==> config.mk <==
export PLATFORM = sky130hd
export DESIGN_NAME = vga_timing_gen_flat
export DESIGN_NICKNAME = d
export VERILOG_FILES = /design/src/rtl/vga_timing_gen_if.sv /design/src/rtl/vga_timing_gen.sv /design/src/flat_wrapper.sv
export SDC_FILE = /design/constraint.sdc
export NUM_CORES = 1
export LEC_CHECK = 0
export ABC_AREA = 1
export BUFFER_PORTS_ARGS = -buffer_cell sky130_fd_sc_hd__buf_4
export CELL_PAD_IN_SITES_DETAIL_PLACEMENT = 1
export CELL_PAD_IN_SITES_GLOBAL_PLACEMENT = 1
export CORE_MARGIN = 2
export CORE_UTILIZATION = 35
export CTS_CLUSTER_SIZE = 25
export DETAILED_ROUTE_END_ITERATION = 8
export PLACE_DENSITY = 0.75
export RECOVER_POWER = 100
export SLEW_MARGIN = 40
export SYNTH_ARGS = -nofsm -noshare
export SYNTH_HDL_FRONTEND = slang
export SYNTH_SLANG_ARGS = --single-unit
==> constraint.sdc <==
create_clock -name pclk -period 2 [get_ports pclk]
set_clock_uncertainty 0.15 [all_clocks]
set_input_delay 0.4 -clock pclk [delete_from_list [all_inputs] [get_ports pclk]]
set_output_delay 0.4 -clock pclk [all_outputs]
set_load 0.005 [all_outputs]
==> src/rtl/vga_timing_gen_if.sv <==
// VGA raster timing bundle: count enable in, hcount/vcount/sync/blank/frame_start out.
// Latency: n/a (signal container only).
// Backpressure: none; the consumer may only stall the raster through ce.
interface vga_timing_gen_if;
   logic        ce;
   logic [10:0] hcount;
   logic        hsync;
   logic        hblnk;
   logic [10:0] vcount;
   logic        vsync;
   logic        vblnk;
   logic        frame_start;

   // Timing generator side: receives ce, drives the raster bundle.
   modport master (
      input  ce,
      output hcount, hsync, hblnk, vcount, vsync, vblnk, frame_start
   );

   // Drawing-stage side: drives ce, consumes the raster bundle.
   modport slave (
      output ce,
      input  hcount, hsync, hblnk, vcount, vsync, vblnk, frame_start
   );
endinterface

==> src/rtl/vga_timing_gen.sv <==
// Free-running VGA raster timing generator (default 800x600@60, 40 MHz pixel clock).
// Latency: all outputs registered from next-state counters, mutually cycle-aligned.
// Backpressure: ce=0 freezes the raster; frame_start is forced low while frozen.
module vga_timing_gen #(
   parameter int   H_ACTIVE = 800,
   parameter int   H_FP     = 40,
   parameter int   H_SYNC   = 128,
   parameter int   H_BP     = 88,
   parameter int   V_ACTIVE = 600,
   parameter int   V_FP     = 1,
   parameter int   V_SYNC   = 4,
   parameter int   V_BP     = 23,
   parameter logic HS_POL   = 1'b1,
   parameter logic VS_POL   = 1'b1
) (
   input  logic              pclk,
   input  logic              rst,
   vga_timing_gen_if.master  vga
);

   // All window edges are elaboration-time constants, so compares need no arithmetic.
   localparam logic [10:0] H_ACT    = 11'(H_ACTIVE);
   localparam logic [10:0] H_LAST   = 11'(H_ACTIVE + H_FP + H_SYNC + H_BP - 1);
   localparam logic [10:0] HS_FIRST = 11'(H_ACTIVE + H_FP);
   localparam logic [10:0] HS_LAST  = 11'(H_ACTIVE + H_FP + H_SYNC - 1);
   localparam logic [10:0] V_ACT    = 11'(V_ACTIVE);
   localparam logic [10:0] V_LAST   = 11'(V_ACTIVE + V_FP + V_SYNC + V_BP - 1);
   localparam logic [10:0] VS_FIRST = 11'(V_ACTIVE + V_FP);
   localparam logic [10:0] VS_LAST  = 11'(V_ACTIVE + V_FP + V_SYNC - 1);

   logic [10:0] hcount_q, hcount_d;
   logic [10:0] vcount_q, vcount_d;
   logic        hsync_q, hsync_d;
   logic        hblnk_q, hblnk_d;
   logic        vsync_q, vsync_d;
   logic        vblnk_q, vblnk_d;
   logic        frame_start_q, frame_start_d;

   // Next raster position, then every flag decoded from that same next position
   // so the registered bundle has zero skew between counters and flags.
   always_comb begin
      hcount_d      = hcount_q;
      vcount_d      = vcount_q;
      frame_start_d = 1'b0;
      if (vga.ce) begin
         if (hcount_q == H_LAST) begin
            hcount_d = '0;
            if (vcount_q == V_LAST) begin
               vcount_d      = '0;
               frame_start_d = 1'b1;
            end else begin
               vcount_d = vcount_q + 11'd1;
            end
         end else begin
            hcount_d = hcount_q + 11'd1;
         end
      end
      hblnk_d = (hcount_d >= H_ACT);
      vblnk_d = (vcount_d >= V_ACT);
      hsync_d = ((hcount_d >= HS_FIRST) && (hcount_d <= HS_LAST)) ? HS_POL : ~HS_POL;
      vsync_d = ((vcount_d >= VS_FIRST) && (vcount_d <= VS_LAST)) ? VS_POL : ~VS_POL;
   end

   // Raster state; reset wins over ce and restarts at (0,0) without a frame pulse.
   always_ff @(posedge pclk) begin
      if (!rst) begin
         hcount_q      <= '0;
         vcount_q      <= '0;
         hsync_q       <= ~HS_POL;
         hblnk_q       <= 1'b0;
         vsync_q       <= ~VS_POL;
         vblnk_q       <= 1'b0;
         frame_start_q <= 1'b0;
      end else begin
         hcount_q      <= hcount_d;
         vcount_q      <= vcount_d;
         hsync_q       <= hsync_d;
         hblnk_q       <= hblnk_d;
         vsync_q       <= vsync_d;
         vblnk_q       <= vblnk_d;
         frame_start_q <= frame_start_d;
      end
   end

   assign vga.hcount      = hcount_q;
   assign vga.vcount      = vcount_q;
   assign vga.hsync       = hsync_q;
   assign vga.hblnk       = hblnk_q;
   assign vga.vsync       = vsync_q;
   assign vga.vblnk       = vblnk_q;
   assign vga.frame_start = frame_start_q;

endmodule

==> src/flat_wrapper.sv <==
// flat-port wrapper written by rule: the top's interface ports become plain ports
module vga_timing_gen_flat 
#(
   parameter int   H_ACTIVE = 800,
   parameter int   H_FP     = 40,
   parameter int   H_SYNC   = 128,
   parameter int   H_BP     = 88,
   parameter int   V_ACTIVE = 600,
   parameter int   V_FP     = 1,
   parameter int   V_SYNC   = 4,
   parameter int   V_BP     = 23,
   parameter logic HS_POL   = 1'b1,
   parameter logic VS_POL   = 1'b1
)
  (pclk, rst, vga_ce, vga_hcount, vga_hsync, vga_hblnk, vga_vcount, vga_vsync, vga_vblnk, vga_frame_start);
  vga_timing_gen_if vga_i ();
  input  logic pclk;
  input  logic rst;
  input wire logic [$bits(vga_i.ce)-1:0] vga_ce;
  output wire logic [$bits(vga_i.hcount)-1:0] vga_hcount;
  output wire logic [$bits(vga_i.hsync)-1:0] vga_hsync;
  output wire logic [$bits(vga_i.hblnk)-1:0] vga_hblnk;
  output wire logic [$bits(vga_i.vcount)-1:0] vga_vcount;
  output wire logic [$bits(vga_i.vsync)-1:0] vga_vsync;
  output wire logic [$bits(vga_i.vblnk)-1:0] vga_vblnk;
  output wire logic [$bits(vga_i.frame_start)-1:0] vga_frame_start;
  assign vga_i.ce = vga_ce;
  assign vga_hcount = vga_i.hcount;
  assign vga_hsync = vga_i.hsync;
  assign vga_hblnk = vga_i.hblnk;
  assign vga_vcount = vga_i.vcount;
  assign vga_vsync = vga_i.vsync;
  assign vga_vblnk = vga_i.vblnk;
  assign vga_frame_start = vga_i.frame_start;
  vga_timing_gen #(.H_ACTIVE(H_ACTIVE), .H_FP(H_FP), .H_SYNC(H_SYNC), .H_BP(H_BP), .V_ACTIVE(V_ACTIVE), .V_FP(V_FP), .V_SYNC(V_SYNC), .V_BP(V_BP), .HS_POL(HS_POL), .VS_POL(VS_POL)) u_core (.pclk(pclk), .rst(rst), .vga(vga_i));
endmodule
## Word level (Yosys, flattened, before mapping)

Index checks and enable logic that the tools add are counted.

- Register bits after elaboration: 27
- Output and inout port bits: 27
- Word-level logic and storage cells: 28

- $add $sub $neg: 2
- Order comparisons: 6
- Equal/unequal tests: 2
- Multiplexer cells: 8
- Reductions and logical operators: 3

Operators by type and width:

| cell | count |
|---|---|
| 11-bit 2-to-1 mux | 5 |
| 11-bit by 10-bit >= comparator with 1-bit output, second input constant | 4 |
| 11-bit by 1-bit adder with 11-bit output, second input constant | 2 |
| 11-bit by 10-bit <= comparator with 1-bit output, second input constant | 2 |
| 11-bit by 10-bit equality test with 1-bit output, second input constant | 1 |
| 11-bit equality test, second input constant | 1 |
| 1-bit 2-to-1 mux | 3 |
| 3-bit AND reduction | 1 |
| 1-bit logical AND | 2 |

## Depth between registers and ports, before layout

Gate-level depths: netlist of run 1.

- Depth after elaboration: 7
- Depth in mapped cells: 15
- Depth with buffers taken out: 15

## Worst setup path before layout of run 1

No wires, ideal clock.

- Path kind: register to register
- Start: register u_core.hcount_q[0] (netlist: u_core.vga.hcount[0])
- End: register u_core.vsync_q (netlist: u_core.vga.vsync)
- Arrival: 1678 ps
- Slack: 58 ps
- Cell stages (with the launch flop): 14
- Buffers on the path: 1
- Clock period less this slack: 1942 ps
- Cells stage by stage: dfxtp_1 > ha_1 > nand2_1 > nor2_4 > buf_6 > nand3_4 > nor3_2 > inv_1 > nand3_2 > inv_2 > a21oi_2 > nand2_1 > nand2_1 > nor2_2

- Word-level cells in the longest chain between the ends: 6
- Elaborated cells between the ends (all ways): 7
- Those cells by class: order compare (2); eq/ne (1); mux (3); reduce/logical (1)

RTL lines:

| item | RTL line | RTL |
|---|---|---|
| start: declaration | vga_timing_gen.sv:31 | `logic [10:0] hcount_q, hcount_d;` |
| start signal: assignment | vga_timing_gen.sv:75 | `hcount_q <= hcount_d;` |
| 11-bit equality test (*) | vga_timing_gen.sv:46 | `if (hcount_q == H_LAST) begin` |
| 11-bit 2-to-1 mux (*) | vga_timing_gen.sv:46 |  |
| 11-bit 2-to-1 mux (*) | vga_timing_gen.sv:45 | `if (vga.ce) begin` |
| 11-bit by 10-bit >= comparator with 1-bit output or 11-bit by 10-bit <= comparator with 1-bit output (tied branches) | vga_timing_gen.sv:61 | `vsync_d = ((vcount_d >= VS_FIRST) && (vcount_d <= VS_LAST)) ? VS_POL : ~VS_POL;` |
| 1-bit logical AND (*) | vga_timing_gen.sv:61 |  |
| 1-bit 2-to-1 mux (*) | vga_timing_gen.sv:61 |  |
| end signal: assignment | vga_timing_gen.sv:71 | `vsync_q <= ~VS_POL;` |
| end signal: assignment | vga_timing_gen.sv:79 | `vsync_q <= vsync_d;` |
| end: declaration | vga_timing_gen.sv:35 | `logic vsync_q, vsync_d;` |

Mark *: on every way between the ends. The rest lies on a longest branch, timed or not.
A chain may end at the register's enable or synchronous reset.

## Final worst setup path of run 1

Ends and elaborated chain as after synthesis.

==> results.txt, run 1 <==
status -> finished with violations
failing checks -> setup timing
CORE AREA -> 4720 sq um
antenna cell count -> 0
Sinks on Clock Net -> 27
Hold Startpoint -> rst
slowest stage delay, CP -> 0.37 ns
sequential share of the synthesized area -> 0.314
Worst EP required -> 2.04 ns
I/O pins -> 30
Max H-tree Level -> 1
total routed wirelength -> 6150 um
worst reg2reg startpoint -> u_core.vga.hcount[0]
post-layout util -> 0.525
via count -> 1945
initial core utilization -> 0.364
Synth top area share -> 0.314
arrival time worst endpoint -> 2.14 ns
sequential share of power -> 0.584
design area -> 2480 sq um
clk_lat worst skew -> 0.28 ns
Slew Limit Fails -> 0
final hold vios -> 0
RSZ-0062 raised after global routing -> true
Switching Share -> 0.247
initial antenna violation count -> 0
Synth area leaders -> dfxtp_1, nand2_1, nor2_1
die height -> 74.1 um
syn_area_per_cell -> 6.51 sq um
Initial DRC Count -> 103
Clock Tree Root -> clkbuf_8
post-synthesis cell area -> 1720 sq um
IO Port Bufs -> 29
Critical Setup Path Class -> register to register
max-cap violations -> 0
row cnt -> 25
P_int -> 701 uW
Worst VDD drop -> 230 uV
setup ws final -> -0.0988 ns
wire length per cell -> 15.8 um
Final period util -> 1.05
clock share of power -> 0.363
Die W -> 74.1 um
Syn Inst Count -> 264
Worst Setup End Kind -> register
Leak -> 1.13 nW
# setup viols final -> 3
GP Congestion -> 0.979
combinational power share -> 0.053
area grow syn2layout -> 44.3%
Placed Cells -> 380
cts bufs inserted -> 3
Psw -> 230 uW
Area after DPL -> 2190 sq um
fin cells -> 390
crit-path cells -> ha_4, nand2_4, nor2_4, buf_12, nand3_4, nor2_4, nand4_1, nand3_4, inv_4, a21oi_4, nand2_1, nand2_1, nor2_2
final net count -> 329
Reg2Reg Depth -> 13
number of remaining DRC errors -> 0
Slew headroom -> 0.799
Reg clk slew, reported paths -> 0.11 ns
Hold Path Sink -> u_core.vga.vblnk
share of layout cells above drive strength 1 -> 0.375
hold slack -> 0.186 ns
register-to-register setup slack -> -0.1 ns
CP max stage cell -> dfxtp_2
vias in the first global route -> 1981
overall die area -> 5490 sq um
Final ANT Viol Nets -> 0
Syn Nets -> 269
routed vias/inst -> 4.99
maximum fanout along the worst path -> 5
power density cells -> 376 nW/um^2
achievable clock frequency -> 476 MHz
Hold WC Path Type -> primary input to register
WHS Path Cells -> 3
final setup TNS -> -0.225 ns
cell taking the most area after synthesis -> dfxtp_1
CTS Buffer Depth -> 2
Syn. warnings -> 0
Worst setup SP type -> register
Worst Tran Pin Value -> 0.301 ns
DRT Pass-1 Iters -> 4
#FFs+latches synth -> 27
first-pass GRT wire length -> 9370 um
Tmin final -> 2.10 ns
Reg-to-Reg End -> u_core.vga.vsync
largest net degree at the start of global routing -> 24
Final HPWL DP -> 4240 um
grt total ovfl -> 0
TritonCTS clock tree -> yes
Total GRT Usage -> 0.222
synth unique cells -> 32
through the flow:
stage	setup WS [ns]	power (mW)
after floorplan	0.0577	0.575
after global placement	-0.0650	0.598
after detailed placement	-0.134	0.599
after CTS	-0.0918	0.929
after global routing	-0.234	0.957
final	-0.0988	0.932
final cells by class:
class                           instances  area (sq um)
Clock buffer                            3          41.3
Clock inverter                          1          5.00
Fill cell                             615          2240
Inverter                               42           161
Multi-Input combinational cell        192          1170
Sequential cell                        27           546
Tap cell                               67          83.8
Timing Repair Buffer                   58           477
critical path: cells and delay by family, from the launching register on:
family / cells / cell delay (ns)
buffers and inverters: 2 / 0.22
DFF: 1 / 0.37
AOI/OAI and AO/OA: 1 / 0.17
adders and majority gates: 1 / 0.15
and+or+nand+nor: 9 / 0.94
synth_stat cells:
cell	count
a211oi_1	1
a21oi_2	1
nand2_1	55
o21bai_1	2
buf_6	1
dfxtp_1	27
a31oi_1	1
nand3_2	5
o21ai_2	2
inv_2	4
o21a_1	1
o21ai_1	2
nand3b_1	1
nor2_1	46
xor2_1	2
clkbuf_1	2
nor3_2	1
nand2_2	5
clkinv_1	1
nand3_4	1
a21oi_1	6
nor3_1	7
nand2_4	2
o21ai_0	1
nand4_1	14
nor2_8	1
ha_1	2
nor2_2	1
nor2_4	4
buf_2	1
inv_1	37
nand3_1	27
kinds of logic after synthesis:
logic type | synth area share
adder cells (fa/ha/maj) | 0.0146
AND/OR/NAND/NOR | 0.493
buffers and inverters | 0.106
XOR/XNOR | 0.0102
AO/OA/AOI/OAI | 0.0626
flip-flops | 0.314
cells in the final DEF (no fill, tap or decap), types with 2 or more instances in the layout:
| cell | count |
|---|---|
| a21oi_1 | 4 |
| a21oi_2 | 2 |
| buf_12 | 2 |
| buf_4 | 48 |
| clkbuf_4 | 6 |
| clkbuf_8 | 3 |
| clkinv_2 | 2 |
| dfxtp_1 | 23 |
| dfxtp_2 | 4 |
| ha_4 | 2 |
| inv_1 | 36 |
| inv_2 | 4 |
| nand2_1 | 46 |
| nand2_2 | 13 |
| nand2_4 | 3 |
| nand3_1 | 23 |
| nand3_2 | 5 |
| nand3_4 | 5 |
| nand4_1 | 14 |
| nor2_1 | 38 |
| nor2_2 | 7 |
| nor2_4 | 7 |
| nor3_1 | 6 |
| o21ai_1 | 3 |
| o21ai_2 | 2 |
| o21bai_1 | 2 |
| xor2_1 | 2 |
flip-flops by register name, indices dropped and copies added, names as in the netlist:
signal	count
u_core.vga.vcount	11
u_core.vga.hblnk	1
u_core.vga.hsync	1
u_core.vga.vblnk	1
u_core.vga.vsync	1
u_core.vga.frame_start	1
u_core.vga.hcount	11
what timing repair did:
item | CTS | global route
pin swaps | 8 | 13
cloned | 1 | 1
buffers inserted | 2 | 2
gates resized for setup | 24 | 22
setup endpoints to repair | 3 | 4
hold buffers | 0 | 0
per-layer routing:
layer	part of all wire	track usage	vias to the layer above	wire length [um]
met3	0.031	0.0257	6	192
met4	0.011	0.0566	0	70
li1	-	-	963	-
met5	0	0	-	0
met2	0.51	0.387	42	3110
met1	0.45	0.291	934	2770
how the worst max path moves through the flow:
stage / to / depth (start not counted) / startpoint / slack [ns]
after CTS: u_core.vga.vsync / 16 / u_core.vga.hcount[1] / -0.09
after detailed placement: u_core.vga.vsync / 10 / u_core.vga.vcount[1] / -0.13
final: u_core.vga.vsync / 13 / u_core.vga.hcount[0] / -0.1
after global placement: u_core.vga.vsync / 12 / u_core.vga.hcount[0] / -0.06
after floorplan: u_core.vga.vsync / 13 / u_core.vga.hcount[0] / 0.06
after global routing: u_core.vga.vsync / 12 / u_core.vga.vcount[1] / -0.23
power by group through the flow:
stage,sequential (mW),clock [mW],combinational (mW)
floorplan,0.556,0,0.0191
global placement,0.554,0,0.0432
finish,0.544,0.339,0.0493
global route,0.545,0.359,0.0537
CTS,0.544,0.339,0.0466
detailed placement,0.555,0,0.0445
Power figures use the tool's default switching activity.
==> run 2: changes to the inputs <==
Settings changed: CORE_UTILIZATION 35 to 30, PLACE_DENSITY 0.75 to 0.66.
==> run 2 against run 1 <==
Effect of this change:
- the flow still finishes with violations (setup timing)
- wire length down 2.8%
- cell count up 5.4%
- sequential power about the same
- register-to-register slack lost 0.04 ns
- combinational power grew 4%
- non-clock buffer count up 17
- core utilization is 5.9 points lower
- global-route usage down 2.8 points
- clock power is 1% higher
- via count up 1.5%
- sequential cell count is the same
- critical path type unchanged
- largest power group unchanged
- highest routed layer unchanged
==> results.txt, run 2 (synthesized netlist as in run 1, its figures left out) <==
status -> finished with violations
failing checks -> setup timing
Multi-input gate area -> 1150 sq um (-1.7%)
I/O pins -> 30 (unchanged)
CTS Buffer Depth -> 2 (unchanged)
Max H-tree Level -> 1 (unchanged)
Die W -> 79.7 um (+7.6%)
grt total ovfl -> 0 (unchanged)
overall die area -> 6350 sq um (+16%)
IO Port Bufs -> 29 (unchanged)
final hold vios -> 0 (unchanged)
wire length per cell -> 14.5 um (-7.8%)
Initial DRC Count -> 117 (+14%)
GP Congestion -> 0.909 (-7.2%)
Worst Setup End Kind -> register
CORE AREA -> 5510 sq um (+17%)
Seq. cell area -> 546 sq um (unchanged)
Sinks on Clock Net -> 27 (unchanged)
power density cells -> 365 nW/um^2 (-2.8%)
TritonCTS clock tree -> yes
final net count -> 345 (+4.9%)
Slew headroom -> 0.817 (+0.0186)
Critical Setup Path Class -> register to register
Worst Tran Pin Value -> 0.274 ns (-0.0279 ns)
maximum fanout along the worst path -> 5 (unchanged)
Clock Tree Root -> clkbuf_8
Final HPWL DP -> 4240 um (about the same)
Final period util -> 1.07 (+0.0193)
Worst VDD drop -> 245 uV (+6.7%)
Final ANT Viol Nets -> 0 (unchanged)
Worst setup SP type -> register
Hold WC Path Type -> primary input to register
arrival time worst endpoint -> 2.22 ns (+0.08 ns)
via count -> 1975 (+1.5%)
Total GRT Usage -> 0.194 (-0.0275)
Placed Cells -> 387 (+1.8%)
initial antenna violation count -> 0 (unchanged)
Reg clk slew, reported paths -> 0.11 ns (about the same)
total routed wirelength -> 5970 um (-2.8%)
area grow syn2layout -> 49.5%
initial core utilization -> 0.312 (-0.0518)
largest net degree at the start of global routing -> 24 (unchanged)
first-pass GRT wire length -> 9660 um (+3.1%)
filler cell count -> 724 (+18%)
Power, Total -> 938 uW (+0.66%)
vias in the first global route -> 2061 (+4.0%)
hold slack -> 0.198 ns (+0.0123 ns)
Area after DPL -> 2210 sq um (+0.97%)
Worst EP required -> 2.09 ns (+0.05 ns)
Tmin final -> 2.14 ns (+0.0386 ns)
design area -> 2570 sq um (+3.6%)
Slew Limit Fails -> 0 (unchanged)
achievable clock frequency -> 468 MHz (-1.8%)
max-cap violations -> 0 (unchanged)
fin cells -> 411 (+5.4%)
RSZ-0062 raised after global routing -> true
# setup viols final -> 4 (+1)
row cnt -> 27 (+8.0%)
post-layout util -> 0.467 (-0.0586)
clk_lat worst skew -> 0.29 ns (about the same)
antenna cell count -> 0 (unchanged)
number of remaining DRC errors -> 0 (unchanged)
die height -> 79.7 um (+7.6%)
most frequent cells in the layout -> buf_4, nand2_1, nor2_1
DRT Pass-1 Iters -> 4 (unchanged)
cts bufs inserted -> 3 (unchanged)
most common cell after layout, fill and taps aside -> buf_4
setup ws final -> -0.137 ns (-0.0386 ns)
routed vias/inst -> 4.81 (-3.6%)
CTS Hold Buffers Added -> 0 (unchanged)
share of layout cells above drive strength 1 -> 0.416 (+0.0413)
Leak -> 1.19 nW (+5.4%)
==> run 2: per-stage QoR <==
stage | worst slack, ns | setup TNS (ns)
after CTS | -0.0800 | -0.173
after global routing | -0.307 | -1.10
after floorplan | 0.0577 | 0
final | -0.137 | -0.294
after global placement | -0.0620 | -0.157
after detailed placement | -0.117 | -0.273
==> run 2: path summary, 6_finish.rpt <==
path	start	slack [ns]	depth (start not counted)	to
setup reg to reg	u_core.vga.hcount[1]	-0.14	12	u_core.vga.hsync
setup / recovery	u_core.vga.hcount[1]	-0.14	12	u_core.vga.hsync
hold / removal	rst	0.20	3	u_core.vga.vblnk
hold reg to reg	u_core.vga.hcount[2]	0.44	2	u_core.vga.hcount[2]
==> run 2: layer usage <==
metal  GRT usage  up-vias  wire length [um]
li1            -      998                 -
met1       0.254      940              2870
met2       0.337       33              2920
met3      0.0170        4               126
met4      0.0603        0                61
met5           0        -                 0
==> run 2: worst max-delay path, cell delays in order, from the launching register on <==
cell and delay [ns]:
dfxtp_2 0.37, ha_4 0.15, nand2_4 0.06, nor2_4 0.19
nand4_1 0.19, buf_4 0.18, o21ai_1 0.15, nand2_1 0.16
a21oi_2 0.19, nand3_2 0.09, nor2_1 0.10, nor2_1 0.06
nor2_1 0.07
==> run 2: layout make-up <==
class	instances	area share
multi-input cells	191	0.446
repair buffers	75	0.227
flip-flops and latches	27	0.212
well taps	72	0.0351
clock buffers	3	0.0161
clock inverters	1	0.00195
inverters	42	0.0613
==> run 2: repair_timing <==
item                                    4_1_cts  5_1_grt
resized for setup                            25       21
setup buffers                                14        6
gates cloned                                  1        0
pin swaps                                    15       14
endpoints found under the setup margin        4        7
==> run 2: power by group <==
part           switching, mW  leakage (nW)  internal, mW  total, mW
logic                 0.0279         0.945        0.0232     0.0512
registers            0.00322         0.219         0.541      0.544
clock network          0.202        0.0255         0.141      0.343
total                  0.233          1.19         0.705      0.938
==> run 3: changes to the inputs <==
Settings changed: CORE_ASPECT_RATIO from default to 0.75, RECOVER_POWER 100 to 50.
==> run 3 against run 2 <==
Effect of this change:
- the run still ends with setup timing left
- total power down 0.67%
- clock-buffer cell count stayed put
- sequential cell count stayed put
- core utilization shrank 0.13 points
- maximum frequency is 3.3% higher
- wire length decreased by 0.28%
- hold slack worse by 0.012 ns
- via count shrank 0.86%
- cell count did not move
- first-iteration DRC count down 38%
- cell area decreased by 1.5%
- highest routed layer unchanged
==> results.txt, run 3 (synthesized netlist as in run 1, its figures left out) <==
I/O pins -> 30 (unchanged)
status -> finished with violations
failing checks -> setup timing
first-pass GRT wire length -> 9340 um (-3.3%)
grt peak-use layer -> met1
GR Layer Usage met1 -> 0.276 (+0.0214)
grt total ovfl -> 0 (unchanged)
slowest stage delay, CP -> 0.37 ns (about the same)
GP Congestion -> 0.892 (-1.9%)
Slew Limit Fails -> 0 (unchanged)
Final HPWL DP -> 4440 um (+4.6%)
Hold Path Sink -> u_core.vga.vblnk
Worst Tran Pin Value -> 0.285 ns (+0.0111 ns)
Final ANT Viol Nets -> 0 (unchanged)
Reg2Reg Depth -> 13 (+1)
initial core utilization -> 0.316 (+0.00388)
Area after DPL -> 2270 sq um (+2.9%)
total routed wirelength -> 5960 um (-0.28%)
TritonCTS clock tree -> yes
CTS Buffer Depth -> 2 (unchanged)
RSZ-0062 raised after global routing -> true
Leak -> 1.18 nW (-0.86%)
# setup viols final -> 2 (-2)
maximum fanout along the worst path -> 6 (+1)
antenna cell count -> 0 (unchanged)
Worst Setup End Kind -> register
fin cells -> 411 (unchanged)
Reg clk slew, reported paths -> 0.10 ns (about the same)
hold slack -> 0.186 ns (-0.0120 ns)
Seq. cell area -> 547 sq um (+0.23%)
number of remaining DRC errors -> 0 (unchanged)
met3 Use GR -> 0.0391 (+0.0222)
Critical Setup Path Class -> register to register
Top cell by count, worst path -> nor2_2
die height -> 69.6 um (-13%)
CTS Hold Buffers Added -> 0 (unchanged)
max-cap violations -> 0 (unchanged)
Hold WC Path Type -> primary input to register
CORE AREA -> 5440 sq um (-1.2%)
Clock Tree Root -> clkbuf_8
routed vias/inst -> 4.76 (-0.86%)
Max H-tree Level -> 1 (unchanged)
final setup TNS -> -0.104 ns (+0.190 ns)
post-layout util -> 0.465 (-0.00133)
final hold vios -> 0 (unchanged)
Initial DRC Count -> 73 (-38%)
Worst EP required -> 2.09 ns (about the same)
Die W -> 91.4 um (+15%)
via count -> 1958 (-0.86%)
Reg-to-Reg End -> u_core.vga.vsync
cts bufs inserted -> 3 (unchanged)
crit-path cells -> ha_4, nand2_4, nor2_4, inv_2, nor2_4, nand4_1, nand2_2, nand2_4, nor2_2, nand3_2, nor2_2, a21oi_2, nor2_2
crit path from -> u_core.vga.hcount[1]
area grow syn2layout -> 47.2%
initial antenna violation count -> 0 (unchanged)
Worst VDD drop -> 205 uV (-16%)
vias in the first global route -> 1857 (-9.9%)
clk_lat worst skew -> 0.29 ns (about the same)
wire length per cell -> 14.5 um (-0.28%)
Hold Startpoint -> rst
Multi-input gate area -> 1140 sq um (-0.87%)
design area -> 2530 sq um (-1.5%)
Worst setup SP type -> register
setup ws final -> -0.0686 ns (+0.0688 ns)
overall die area -> 6360 sq um (+0.10%)
largest net degree at the start of global routing -> 16 (-33%)
Tmin final -> 2.07 ns (-0.0688 ns)
arrival time worst endpoint -> 2.15 ns (-0.07 ns)
worst reg2reg startpoint -> u_core.vga.hcount[1]
CP max stage cell -> dfxtp_2
WHS Path Cells -> 3 (unchanged)
share of layout cells above drive strength 1 -> 0.399 (-0.0171)
filler cell count -> 694 (-4.1%)
most frequent cells in the layout -> buf_4, nand2_1, nor2_1
Power, Total -> 932 uW (-0.67%)
row cnt -> 23 (-15%)
met2 Resource Use GR -> 0.274 (-0.0633)
Placed Cells -> 398 (+2.8%)
achievable clock frequency -> 483 MHz (+3.3%)
Total GRT Usage -> 0.183 (-0.0115)
Sinks on Clock Net -> 27 (unchanged)
Slew headroom -> 0.809 (-0.00859)
DRT Pass-1 Iters -> 4 (unchanged)
Post-Place Worst Slack -> -0.163 ns (-0.0469 ns)
Final period util -> 1.03 (-0.0344)
IO Port Bufs -> 29 (unchanged)
most common cell after layout, fill and taps aside -> buf_4
register-to-register setup slack -> -0.07 ns (+0.07 ns)
power density cells -> 368 nW/um^2 (+0.86%)
final net count -> 342 (-0.87%)
run 3: changes by cell type in the layout (fill, tap and decap cells not counted), sizes merged:
cell	delta
buf	-10
clkbuf	+7
run 3: critical path, delay by kind of cell, from the launching register on:
kind | cells | cell delay [ns]
compound gates | 1 | 0.04
fa+ha+maj | 1 | 0.15
buf+inv | 1 | 0.06
flops | 1 | 0.37
simple gates | 10 | 1.24
run 3: worst max-delay path by stage:
stage | end | slack [ns] | cells after the start
6_report | u_core.vga.vsync | -0.07 | 13
5_1_grt | u_core.vga.vsync | -0.19 | 13
4_1_cts | u_core.vga.vsync | -0.02 | 14
3_5_place_dp | u_core.vga.vsync | -0.16 | 13
3_3_place_gp | u_core.vga.vsync | -0.14 | 13
2_1_floorplan | u_core.vga.vsync | 0.06 | 13
run 3: what timing repair did:
action / in CTS / in global routing
buffers inserted: 4 / 5
resized for setup: 19 / 24
pin swaps: 9 / 23
endpoints found under the setup margin: 4 / 4
endpoints found under the hold margin: 0 / 0
run 3: layout make-up:
type / count / share of cell area
Clock buffer: 3 / 0.0163
Multi-Input combinational cell: 191 / 0.449
Tap cell: 75 / 0.0371
Sequential cell: 27 / 0.216
Clock inverter: 1 / 0.00198
Timing Repair Buffer: 72 / 0.217
Inverter: 42 / 0.0623
run 3: per-layer routing:
metal  part of all wire  up-vias  routed length [um]
met5                  0        -                   0
met4             0.0047        0                  28
met3              0.050        5                 298
met2               0.44       42                2640
met1               0.50      923                2990
li1                   -      988                   -
run 3: report_power, final:
group / internal, mW / total, mW / switching [mW]
logic: 0.0199 / 0.0479 / 0.0280
registers: 0.541 / 0.544 / 0.00319
clock network: 0.141 / 0.340 / 0.199
